File: src/rtl/loader_pkg.sv
// Shared types and helpers for the ioctl pack loader.
// Optional checksum output is enabled by defining LOADER_CHECKSUM_EN.
package loader_pkg;

  // Data at or above this byte address feeds the running checksum.
  localparam int CHECKSUM_BASE = 'h200;

  // Default geometry, used for the reference packed-word type.
  localparam int DEF_AW    = 25;
  localparam int DEF_OUT_W = 64;

  // Number of IN_W lanes inside one packed word.
  function automatic int lanes(input int out_w, input int in_w);
    return out_w / in_w;
  endfunction

  // Number of byte enables for one packed word.
  function automatic int be_w(input int out_w);
    return out_w / 8;
  endfunction

  // One queued memory write: word address, packed data, byte enables.
  typedef struct packed {
    logic [DEF_AW-1:0]      addr;
    logic [DEF_OUT_W-1:0]   data;
    logic [DEF_OUT_W/8-1:0] be;
  } packed_word_t;

endpackage

File: src/rtl/loader_fifo.sv
// Small synchronous FIFO of packed words with occupancy count.
// A push into a full FIFO is accepted when a pop happens in the same cycle.
// i_clear empties the FIFO and wins over push/pop.
module loader_fifo
  import loader_pkg::*;
#(
  parameter int  DEPTH = 4,
  parameter type T     = packed_word_t
) (
  input  logic                       clk,
  input  logic                       rst,
  input  logic                       i_clear,
  input  logic                       i_push,
  input  T                           i_data,
  input  logic                       i_pop,
  output T                           o_data,
  output logic [$clog2(DEPTH+1)-1:0] o_count,
  output logic                       o_full,
  output logic                       o_empty
);

  localparam int PW = $clog2(DEPTH);
  localparam int CW = $clog2(DEPTH + 1);

  T               r_mem [DEPTH];
  logic [PW-1:0]  r_wr;
  logic [PW-1:0]  r_rd;
  logic [CW-1:0]  r_count;
  logic           w_do_push;
  logic           w_do_pop;

  assign o_full    = (r_count == CW'(DEPTH));
  assign o_empty   = (r_count == '0);
  assign o_count   = r_count;
  assign o_data    = r_mem[r_rd];
  assign w_do_pop  = i_pop && !o_empty;
  assign w_do_push = i_push && (!o_full || w_do_pop);

  // Pointer and occupancy bookkeeping; pointers wrap since DEPTH is a power of 2.
  always_ff @(posedge clk or posedge rst) begin
    if (rst) begin
      r_wr    <= '0;
      r_rd    <= '0;
      r_count <= '0;
    end else if (i_clear) begin
      r_wr    <= '0;
      r_rd    <= '0;
      r_count <= '0;
    end else begin
      if (w_do_push) r_wr <= r_wr + PW'(1);
      if (w_do_pop)  r_rd <= r_rd + PW'(1);
      r_count <= r_count + CW'(w_do_push) - CW'(w_do_pop);
    end
  end

  // Storage array; contents need no reset because occupancy gates reads.
  always_ff @(posedge clk) begin
    if (w_do_push && !i_clear) r_mem[r_wr] <= i_data;
  end

endmodule

File: src/rtl/ioctl_pack_loader.sv
// ioctl download stream -> packed wide writes over a toggle handshake.
// Packer accumulates IN_W lanes into one OUT_W word, a FIFO queues words,
// the emitter drives wr_req/wr_ack.
// Handshake: a word is offered when wr_req != wr_ack; wr_addr/wr_data/wr_be
// hold steady until the memory copies wr_req onto wr_ack, which completes it.
// Build option LOADER_CHECKSUM_EN adds the checksum[15:0] output.
module ioctl_pack_loader
  import loader_pkg::*;
#(
  parameter int AW    = 25,
  parameter int IN_W  = 16,
  parameter int OUT_W = 64,
  parameter int DEPTH = 4,
  parameter int SWAP  = 1
) (
  input  logic             clk_sys,
  input  logic             reset,
  input  logic             ioctl_download,
  input  logic             ioctl_wr,
  input  logic [AW-1:0]    ioctl_addr,
  input  logic [IN_W-1:0]  ioctl_dout,
  output logic             ioctl_wait,
  output logic [AW-1:0]    wr_addr,
  output logic [OUT_W-1:0] wr_data,
  output logic [OUT_W/8-1:0] wr_be,
  output logic             wr_req,
  input  logic             wr_ack,
  output logic             busy,
  output logic [AW-1:0]    rom_size,
  output logic             overflow
`ifdef LOADER_CHECKSUM_EN
  ,
  output logic [15:0]      checksum
`endif
);

  localparam int LANES  = lanes(OUT_W, IN_W);
  localparam int BE_W   = be_w(OUT_W);
  localparam int IBYTES = IN_W / 8;
  localparam int LSB    = $clog2(IBYTES);
  localparam int LW     = (LANES > 1) ? $clog2(LANES) : 1;
  localparam int CW     = $clog2(DEPTH + 1);

  if ((IN_W != 8 && IN_W != 16) || (OUT_W % IN_W) != 0 || OUT_W > 128) begin : g_bad_geom
    $error("ioctl_pack_loader: unsupported IN_W/OUT_W combination");
  end

  typedef struct packed {
    logic [AW-1:0]    addr;
    logic [OUT_W-1:0] data;
    logic [BE_W-1:0]  be;
  } word_t;

  // Packer state
  logic             r_dl;
  logic             r_acc_valid;
  logic             r_pend;
  logic [AW-1:0]    r_acc_addr;
  logic [OUT_W-1:0] r_acc_data;
  logic [BE_W-1:0]  r_acc_be;
  logic             r_wait;
  logic             r_overflow;
  logic [AW-1:0]    r_rom_size;
  // Emitter state
  logic             r_wr_req;
  logic [AW-1:0]    r_wr_addr;
  logic [OUT_W-1:0] r_wr_data;
  logic [BE_W-1:0]  r_wr_be;

  logic             w_rise, w_fall, w_wr, w_room, w_accept, w_drop;
  logic             w_hit, w_last, w_push, w_pop, w_full, w_empty;
  logic [LW-1:0]    w_lane;
  logic [AW-1:0]    w_waddr;
  logic [IN_W-1:0]  w_din;
  logic [OUT_W-1:0] w_merge_data;
  logic [BE_W-1:0]  w_merge_be;
  logic [AW:0]      w_end;
  logic [AW-1:0]    w_end_sat;
  logic [CW-1:0]    w_count, w_cnt_next;
  word_t            w_push_word, w_head;
  logic             w_acc_valid_n, w_pend_n;
  logic [AW-1:0]    w_acc_addr_n;
  logic [OUT_W-1:0] w_acc_data_n;
  logic [BE_W-1:0]  w_acc_be_n;

  // A strobe in the very cycle the download opens is ignored: the clear wins.
  assign w_rise   = ioctl_download && !r_dl;
  assign w_fall   = !ioctl_download && r_dl;
  assign w_wr     = ioctl_wr && !w_rise;
  assign w_pop    = !w_empty && (r_wr_req == wr_ack) && !w_rise;
  assign w_room   = !w_full || w_pop;
  assign w_accept = w_wr && w_room;
  assign w_drop   = w_wr && !w_room;

  assign w_lane  = (LANES > 1) ? LW'(ioctl_addr >> LSB) : '0;
  assign w_last  = (w_lane == LW'(LANES - 1));
  assign w_waddr = ioctl_addr & ~AW'(BE_W - 1);
  assign w_hit   = r_acc_valid && (w_waddr == r_acc_addr);

  assign w_end     = {1'b0, ioctl_addr} + (AW+1)'(IBYTES);
  assign w_end_sat = w_end[AW] ? '1 : w_end[AW-1:0];

  // Lane data, byte-swapped for big-endian images.
  always_comb begin
    w_din = ioctl_dout;
    if (SWAP != 0) begin
      for (int b = 0; b < IBYTES; b++) w_din[b*8 +: 8] = ioctl_dout[(IBYTES-1-b)*8 +: 8];
    end
  end

  // Current word with the incoming lane dropped in (fresh word when address differs).
  always_comb begin
    w_merge_data = w_hit ? r_acc_data : '0;
    w_merge_be   = w_hit ? r_acc_be : '0;
    w_merge_data[int'(w_lane)*IN_W +: IN_W] = w_din;
    w_merge_be[int'(w_lane)*IBYTES +: IBYTES] = '1;
  end

  // Packer decision: at most one FIFO push per cycle. A fresh word that must
  // itself be flushed (last lane after an address change, or download end)
  // is marked pending and pushed on the following cycle.
  always_comb begin
    w_push        = 1'b0;
    w_push_word   = '{addr: r_acc_addr, data: r_acc_data, be: r_acc_be};
    w_acc_valid_n = r_acc_valid;
    w_acc_addr_n  = r_acc_addr;
    w_acc_data_n  = r_acc_data;
    w_acc_be_n    = r_acc_be;
    w_pend_n      = r_pend;
    if (w_rise) begin
      w_acc_valid_n = 1'b0;
      w_acc_addr_n  = '0;
      w_acc_data_n  = '0;
      w_acc_be_n    = '0;
      w_pend_n      = 1'b0;
    end else if (w_accept) begin
      if (r_acc_valid && !w_hit) begin
        w_push        = 1'b1;
        w_acc_valid_n = 1'b1;
        w_acc_addr_n  = w_waddr;
        w_acc_data_n  = w_merge_data;
        w_acc_be_n    = w_merge_be;
        w_pend_n      = w_last || w_fall;
      end else if (w_last || r_pend || w_fall) begin
        w_push        = 1'b1;
        w_push_word   = '{addr: w_waddr, data: w_merge_data, be: w_merge_be};
        w_acc_valid_n = 1'b0;
        w_acc_data_n  = '0;
        w_acc_be_n    = '0;
        w_pend_n      = 1'b0;
      end else begin
        w_acc_valid_n = 1'b1;
        w_acc_addr_n  = w_waddr;
        w_acc_data_n  = w_merge_data;
        w_acc_be_n    = w_merge_be;
      end
    end else if (r_acc_valid && (r_pend || w_fall)) begin
      if (w_room) begin
        w_push        = 1'b1;
        w_acc_valid_n = 1'b0;
        w_acc_data_n  = '0;
        w_acc_be_n    = '0;
        w_pend_n      = 1'b0;
      end else begin
        w_pend_n      = 1'b1;
      end
    end
  end

  assign w_cnt_next = w_rise ? '0 : (w_count + CW'(w_push) - CW'(w_pop));

  loader_fifo #(.DEPTH(DEPTH), .T(word_t)) u_fifo (
    .clk     (clk_sys),
    .rst     (reset),
    .i_clear (w_rise),
    .i_push  (w_push),
    .i_data  (w_push_word),
    .i_pop   (w_pop),
    .o_data  (w_head),
    .o_count (w_count),
    .o_full  (w_full),
    .o_empty (w_empty)
  );

  // Packer registers, back-pressure, overflow flag and size tracking.
  always_ff @(posedge clk_sys or posedge reset) begin
    if (reset) begin
      r_dl        <= 1'b0;
      r_acc_valid <= 1'b0;
      r_pend      <= 1'b0;
      r_acc_addr  <= '0;
      r_acc_data  <= '0;
      r_acc_be    <= '0;
      r_wait      <= 1'b0;
      r_overflow  <= 1'b0;
      r_rom_size  <= '0;
    end else begin
      r_dl        <= ioctl_download;
      r_acc_valid <= w_acc_valid_n;
      r_pend      <= w_pend_n;
      r_acc_addr  <= w_acc_addr_n;
      r_acc_data  <= w_acc_data_n;
      r_acc_be    <= w_acc_be_n;
      // Fewer than two free slots: a further strobe might need one.
      r_wait      <= (DEPTH - int'(w_cnt_next)) < 2;
      r_overflow  <= w_rise ? 1'b0 : (r_overflow || w_drop);
      if (w_rise)                                 r_rom_size <= '0;
      else if (w_accept && w_end_sat > r_rom_size) r_rom_size <= w_end_sat;
    end
  end

  // Emitter: present the FIFO head and toggle wr_req when the last one is acknowledged.
  always_ff @(posedge clk_sys or posedge reset) begin
    if (reset) begin
      r_wr_req  <= 1'b0;
      r_wr_addr <= '0;
      r_wr_data <= '0;
      r_wr_be   <= '0;
    end else if (w_pop) begin
      r_wr_req  <= ~r_wr_req;
      r_wr_addr <= w_head.addr;
      r_wr_data <= w_head.data;
      r_wr_be   <= w_head.be;
    end
  end

`ifdef LOADER_CHECKSUM_EN
  if (IN_W == 16) begin : g_csum
    logic [15:0] r_checksum;
    // Running sum of big-endian payload words past the header region.
    always_ff @(posedge clk_sys or posedge reset) begin
      if (reset)       r_checksum <= '0;
      else if (w_rise) r_checksum <= '0;
      else if (w_accept && ioctl_addr >= AW'(CHECKSUM_BASE))
        r_checksum <= r_checksum + {ioctl_dout[7:0], ioctl_dout[15:8]};
    end
    assign checksum = r_checksum;
  end else begin : g_csum_bad
    $error("ioctl_pack_loader: checksum needs IN_W == 16");
    assign checksum = '0;
  end
`endif

  assign ioctl_wait = r_wait;
  assign wr_addr    = r_wr_addr;
  assign wr_data    = r_wr_data;
  assign wr_be      = r_wr_be;
  assign wr_req     = r_wr_req;
  assign rom_size   = r_rom_size;
  assign overflow   = r_overflow;
  assign busy       = r_acc_valid || r_pend || !w_empty || (r_wr_req != wr_ack) || ioctl_download;

endmodule

File: config.mk
export PLATFORM = sky130hd
export DESIGN_NAME = ioctl_pack_loader
export DESIGN_NICKNAME = d
export VERILOG_FILES = /design/src/rtl/loader_pkg.sv /design/src/rtl/loader_fifo.sv /design/src/rtl/ioctl_pack_loader.sv
export SDC_FILE = /design/constraint.sdc
export NUM_CORES = 1
export LEC_CHECK = 0
export BUFFER_PORTS_ARGS = -buffer_cell sky130_fd_sc_hd__buf_2
export CAP_MARGIN = 25
export CORE_MARGIN = 3
export CORE_UTILIZATION = 40
export CTS_CLUSTER_SIZE = 24
export DETAILED_ROUTE_END_ITERATION = 10
export PLACE_DENSITY = 0.56
export SLEW_MARGIN = 20
export SYNTH_ARGS = -nofsm -noshare
export SYNTH_HDL_FRONTEND = slang
export SYNTH_SLANG_ARGS = --single-unit
File: constraint.sdc
create_clock -name clk_sys -period 11.6 [get_ports clk_sys]
set_input_delay 0.58 -clock clk_sys [delete_from_list [all_inputs] [get_ports clk_sys]]
set_output_delay 0.58 -clock clk_sys [all_outputs]
set_load 0.005 [all_outputs]
# --- After elaboration in Yosys (flattened, before gate mapping) ---
# Memories as Yosys holds them, arrays and structs flattened. A register that Yosys moved wholly into a read port is not among the register bits.
# Cells that the tools add are included.
op_classes:
  n_reduce_logical: 42
  shift: 4
  muxes: 54
  addsub: 10
  n_eq_ne: 7
  order_cmp: 2
  bitwise: 1
op_table:
  columns: ["op", "n"]
  rows:
  - ["$mux 64", 7]
  - ["$mux 97", 4]
  - ["$mux 25", 7]
  - ["$bwmux 64", 1]
  - ["$shift 16x33->64 const A", 1]
  - ["$shiftx 16x33->64", 1]
  - ["$mux 8", 7]
  - ["$neg 3->33", 1]
  - ["$neg 6->33", 1]
  - ["$shift 2x33->8 const A", 1]
  - ["$shiftx 2x33->8 const A", 1]
  - ["$add 25x2->26 const B", 1]
  - ["$eq 25x25->1", 1]
  - ["$gt 25x25->1", 1]
  - ["$mux 1", 21]
  - ["$logic_and 1x1->1", 14]
  - ["$logic_or 1x1->1", 11]
  - ["$bwmux 8", 1]
  - ["$mux 2", 4]
  - ["$reduce_bool 2->1", 4]
  - ["$logic_not 1->1", 7]
  - ["$add 3x1->3", 2]
  - ["$mux 3", 2]
  - ["$reduce_and 2->1", 3]
  - ["other kinds (13)", 16]
word_totals:
  mem_count: 1
  in_bits: 46
  wordCells: 134
  output_inout_bits: 126
  ram_bits: 388
  register_bits: 135
memory_table:
  columns: ["memory", "words", "width", "rd", "rd_ports_with_merged_regs", "wr", "line", "rtl"]
  rows:
  - ["u_fifo.r_mem", 4, 97, 1, 1, 1, "loader_fifo.sv:25", "T r_mem [DEPTH];"]

# --- Depth between registers and ports, before layout ---
depth:
  word_depth: 14
  ltp_mapped: 15
  mapped_depth_nobuf: 14

# --- By module ---
# From an unflattened synthesis, not the netlist that was laid out.
unflattened:
  cells_unflattened: 1750
  hier_area_um2: 25937.4
modules_own_cells:
  columns: ["mod", "n_inst", "area_per_inst_um2", "seq_area_each_um2", "cells_each"]
  rows:
  - ["loader_fifo", 1, 14436.3, 11826.3, 553]
  - ["ioctl_pack_loader", 1, 11501.0, 5555.3, 1197]

# --- Worst setup path after synthesis ---
# Ideal clock, no wire load.
synth_timing:
  path_type: "input -> register"
  start: "input wr_ack"
  end: "memory u_fifo.r_mem[0][0] (netlist bit), enable pin"
  path_stages: 5
  path_buffers: 0
  arrival_time_ps: 3811
  required_time_ps: 11136
  slack_ps: 7326
  setup_ps: 464
  path_cell_list: "xor2_1 -> a211oi_1 -> nand2_1 -> o21a_1 -> and2_1"
synth_via:
  elab_chain_len: 12
  elab_cells_between_ends: 15
  cone_classes: "eq/ne (1); mux (6); reduce/logical (8)"
synth_lines:
  columns: ["item", "line", "rtl"]
  rows:
  - ["from (decl)", "ioctl_pack_loader.sv:27", "input logic wr_ack,"]
  - ["$eq 1x1->1 (*)", "ioctl_pack_loader.sv:90", "assign w_pop = !w_empty && (r_wr_req == wr_ack) && !w_rise;"]
  - ["$logic_and 1x1->1 (*) (2 in a row)", "ioctl_pack_loader.sv:90", null]
  - ["$logic_or 1x1->1", "ioctl_pack_loader.sv:91", "assign w_room = !w_full || w_pop;"]
  - ["$mux 1", "ioctl_pack_loader.sv:158", "if (w_room) begin"]
  - ["$mux 1", "ioctl_pack_loader.sv:157", "end else if (r_acc_valid && (r_pend || w_fall)) begin"]
  - ["$mux 1", "ioctl_pack_loader.sv:136", "end else if (w_accept) begin"]
  - ["$mux 1", "ioctl_pack_loader.sv:130", "if (w_rise) begin"]
  - ["$logic_and 1x1->1 (*)", "loader_fifo.sv:37", "assign w_do_push = i_push && (!o_full || w_do_pop);"]
  - ["$logic_and 1x1->1 (*)", "loader_fifo.sv:58", "if (w_do_push && !i_clear) r_mem[r_wr] <= i_data;"]
  - ["$mux 1 (*)", "loader_fifo.sv:58", null]
  - ["$mux 1 (not written as such) (*)", "loader_fifo.sv:58", null]
  - ["to (decl)", "loader_fifo.sv:25", null]
# Mark *: on every way between the ends. The rest lies on a longest branch, timed or not.

# --- Worst setup path after layout ---
layout_timing:
  start: "input ioctl_addr[1]"
  end: "register r_rom_size[23] (netlist: rom_size[23])"
layout_via:
  elab_chain_len: 5
  elab_cells_between_ends: 7
  cone_classes: "add/sub (1); order compare (1); mux (3); reduce/logical (2)"
layout_lines:
  columns: ["item", "line", "rtl"]
  rows:
  - ["from (decl)", "ioctl_pack_loader.sv:20", "input logic [AW-1:0] ioctl_addr,"]
  - ["$add 25x2->26 (*)", "ioctl_pack_loader.sv:100", "assign w_end = {1'b0, ioctl_addr} + (AW+1)'(IBYTES);"]
  - ["$mux 25 (*)", "ioctl_pack_loader.sv:101", "assign w_end_sat = w_end[AW] ? '1 : w_end[AW-1:0];"]
  - ["$gt 25x25->1", "ioctl_pack_loader.sv:208", "else if (w_accept && w_end_sat > r_rom_size) r_rom_size <= w_end_sat;"]
  - ["$logic_and 1x1->1", "ioctl_pack_loader.sv:208", null]
  - ["$reduce_bool 2->1 (no source line)", null, null]
  - ["to (signal assigned)", "ioctl_pack_loader.sv:208", null]
  - ["to (decl)", "ioctl_pack_loader.sv:63", "logic [AW-1:0] r_rom_size;"]
# Mark *: on every way between the ends. The rest lies on a longest branch, timed or not. The select of a mux whose other input is x is not followed.
# A chain may end at the register's enable or synchronous reset.

==> impl_metrics.yaml <==
placed_design:
  place_area_mm2: 0.0267
  routabilityCongestion: 0.822
  dpl.hpwl_mm: 36.0
  port_buffers: 168
routing:
  num_vias: 13570
  first_pass_iters: 4
  drtAntennaViolNets: 0
  wl_per_cell_um: 22.8
  drcViolationCount: 0
  drtIter0Drc: 798
  drt_wl_total_mm: 57.7
  vias_per_cell: 5.37
sta:
  hold_violations: 0
  fmax_mhz: 207
  fin_worst_skew_ns: 0.0217
  setup_tns_ns: 0
  slew-limit-headroom_pct: 29.4
  worst_pin_slew_ns: 1.06
  setup_viol: 0
  finalCritPeriodShare_pct: 41.6
  drv_slew: 0
  fin_crit_ns: 4.82
  grt_setup_unrepaired: "false"
clocking:
  clockBufferDepth: 3
  cts_sinks: 602
  cts_made_buffers: 66
  insertion_delay_ns: 0.61
  post_cts_buffers: 0
  cts_tree: "done"
  htreeDepth: 3
  cts-resized-gates: 0
  cts.clk_slew.worst_paths_ns: 0.06
  root_buffer: "clkbuf_16"
  cts_hold_buf: 0
worst_setup_path:
  cp-end-kind: "flip-flop"
  critPathLaunchType: "input port"
  path_max_fanout: 22
  worst-setup-path-type: "in2reg"
  crit_path_start: "ioctl_addr[1]"
  r2r_start: "wr_req$_DFFE_PP0N_"
  crit_arrival_ns: 5.31
  required_ns: 12.08
flow_run:
  max-cap-violations: 0
power_and_ir_drop:
  power.switching_mw: 2.15
  ir_worst_vdd_mv: 0.109
  p_leak_nw: 11.2
  internal_power_mw: 5.06
  switching_share_pct: 29.8
  powerDensity_mw_per_mm2: 249
  power.total_mw: 7.21
  seqPwrFrac_pct: 43.1
  pwr-share-comb_pct: 27.9
  p_clk_share_pct: 29.0
final_layout:
  utilization_pct: 46.9
  stdcell_area_mm2: 0.0290
  nets: 1719
  syn_to_final_growth_pct: 15.6
  drive_gt1_share_pct: 32.8
yosys:
  syn_area_mm2: 0.0251
  ys_types: 59
  synth_most_common_cell: "edfxtp_1"
  synth-edff-count: 376
  netlist.area_leader.share_pct: 45.1
  seq_area_frac_synth_pct: 67.6
  synthTopCellsByArea: "edfxtp_1 (45%), dfrtp_1 (23%), mux4_2 (8.4%), mux2_2 (6.2%), a22o_1 (5.8%)"
  yosysTopAreaCell: "edfxtp_1"
  synth_seq_cells: 602
  async_reset_ff_share_pct: 37.5
  synth_cells: 1468
  ys_warn_count: 0
  synthTopCellsByCount: "edfxtp_1 (376), dfrtp_1 (226), a22o_1 (167), mux2_2 (138), mux4_2 (94)"
  synthFlopType: "edfxtp_1"
  syn_avg_cell_area_um2: 17.1
floorplan:
  die_x_um: 256
  row_count: 91
  start_util_pct: 40.5
  die_area_mm2: 0.0657
  fp.dieH_um: 256
  io_pins: 172
  core_area_mm2: 0.0618
status:
  status: "finished, final reports clean"
global_route:
  grt_max_degree: 97
  grt_pass1_wl_mm: 89.5
  track_usage_pct: 17.8
  grt_pass1_vias: 14236
  overflow: 0
  antenna_found_initial: 6
hold_path:
  worstHoldPathType: "in2async"
[per-layer routing]
metal | part of all wire, % | wire length (um) | up-vias | track usage, %
met5 | 0.023 | 13 | - | 0
met3 | 4.8 | 2790 | 63 | 3.13
met1 | 46 | 26700 | 7123 | 25.4
met4 | 1.6 | 935 | 2 | 4.59
li1 | - | - | 6058 | -
met2 | 47 | 27300 | 324 | 28.4
[cell type report]
cell class	instances	area (um2)
Timing Repair Buffer	192	1050
Inverter	46	180
Antenna cell	4	10.0
Tap cell	837	1050
Sequential cell	602	17000
Clock inverter	34	357
Multi-Input combinational cell	723	7530
Fill cell	5321	32800
Clock buffer	87	1850
[per-stage QoR]
| step | instances | hold slack (ns) | setup WS (ns) |
|---|---|---|---|
| floorplan | 1470 | 0.467 | 4.83 |
| global placement | 2396 | 0.484 | 6.26 |
| detailed placement | 2397 | 0.483 | 6.17 |
| CTS | 2518 | 0.0969 | 6.79 |
| global route | 2522 | 0.112 | 6.36 |
| finish | 2525 | 0.0626 | 6.78 |
[critical path: stages]
cell      delay, ns
buf_2          0.21
ha_1           0.39
and4_1         0.32
nand4_1        0.34
or3_1          0.84
a31oi_1        0.37
ha_1           0.29
a21o_1         0.16
a21o_1         0.17
a221oi_1       0.28
o21ai_0        0.17
o21bai_2       0.49
buf_4          0.35
mux2_2         0.36
[placed cells by master (no fill, tap or decap), types with 5 or more instances in the layout]
cell type,n
a21oi_1,18
ha_1,40
dfrtp_1,224
clkbuf_8,11
clkinv_2,10
clkbuf_16,67
a21o_1,8
nand4_1,14
mux4_2,94
buf_4,21
xor2_1,10
nand3_1,25
xnor2_1,32
a22o_1,167
inv_1,45
nand2_1,36
nor3_1,11
or3_1,6
mux2_1,5
buf_2,168
clkbuf_1,10
nor2_1,42
o21ai_0,9
mux2_2,138
edfxtp_1,376
clkinv_1,11
[sequential cells by signal (all words and copies together), names as in the netlist]
| name | count |
|---|---|
| u_fifo.r_mem | 376 |
| r_acc_data | 64 |
| wr_data | 64 |
| rom_size | 25 |
| r_acc_addr | 22 |
| wr_addr | 22 |
| r_acc_be | 8 |
| wr_be | 8 |
| u_fifo.o_count | 3 |
| u_fifo.r_rd | 2 |
| u_fifo.r_wr | 2 |
| ioctl_wait | 1 |
| overflow | 1 |
| r_acc_valid | 1 |
| r_dl | 1 |
| r_pend | 1 |
| wr_req | 1 |
[path summary, 6_finish.rpt]
path                       slack, ns  cells past startpoint                       endpoint
max                             6.78                     14       rom_size[23]$_DFFE_PP0P_
min                             0.06                      2        wr_data[55]$_DFFE_PP0N_
max reg2reg                     7.74                      6  u_fifo.r_mem[2][91]$_DFFE_PP_
min reg2reg                     0.50                      1        wr_data[15]$_DFFE_PP0N_
max in group asynchronous      10.04                      3     u_fifo.r_rd[0]$_DFFE_PP0P_
min in group clk_sys            0.17                      1                 r_dl$_DFF_PP0_
[power by group through the flow]
stage | logic, mW | clock network (mW) | registers [mW]
2_1_floorplan | 1.40 | 0 | 3.09
3_3_place_gp | 2.02 | 0 | 3.14
3_5_place_dp | 2.05 | 0 | 3.15
4_1_cts | 2.06 | 2.15 | 3.11
5_1_grt | 2.22 | 2.24 | 3.16
6_report | 2.01 | 2.09 | 3.10
[kinds of logic (layout without fill, tap and decap cells)]
kind of cell / Yosys count / in the layout / share of synthesized area [%]
fa+ha+maj: 44 / 44 / 2.24
simple gates: 168 / 168 / 3.48
buf+inv: 145 / 359 / 2.47
flops: 602 / 602 / 67.6
compound gates: 228 / 228 / 7.79
other cells: 1 / 7 / 0.0150
mux: 238 / 238 / 14.9
xor+xnor: 42 / 42 / 1.47
Note: power is estimated with default switching activity, not from simulation.
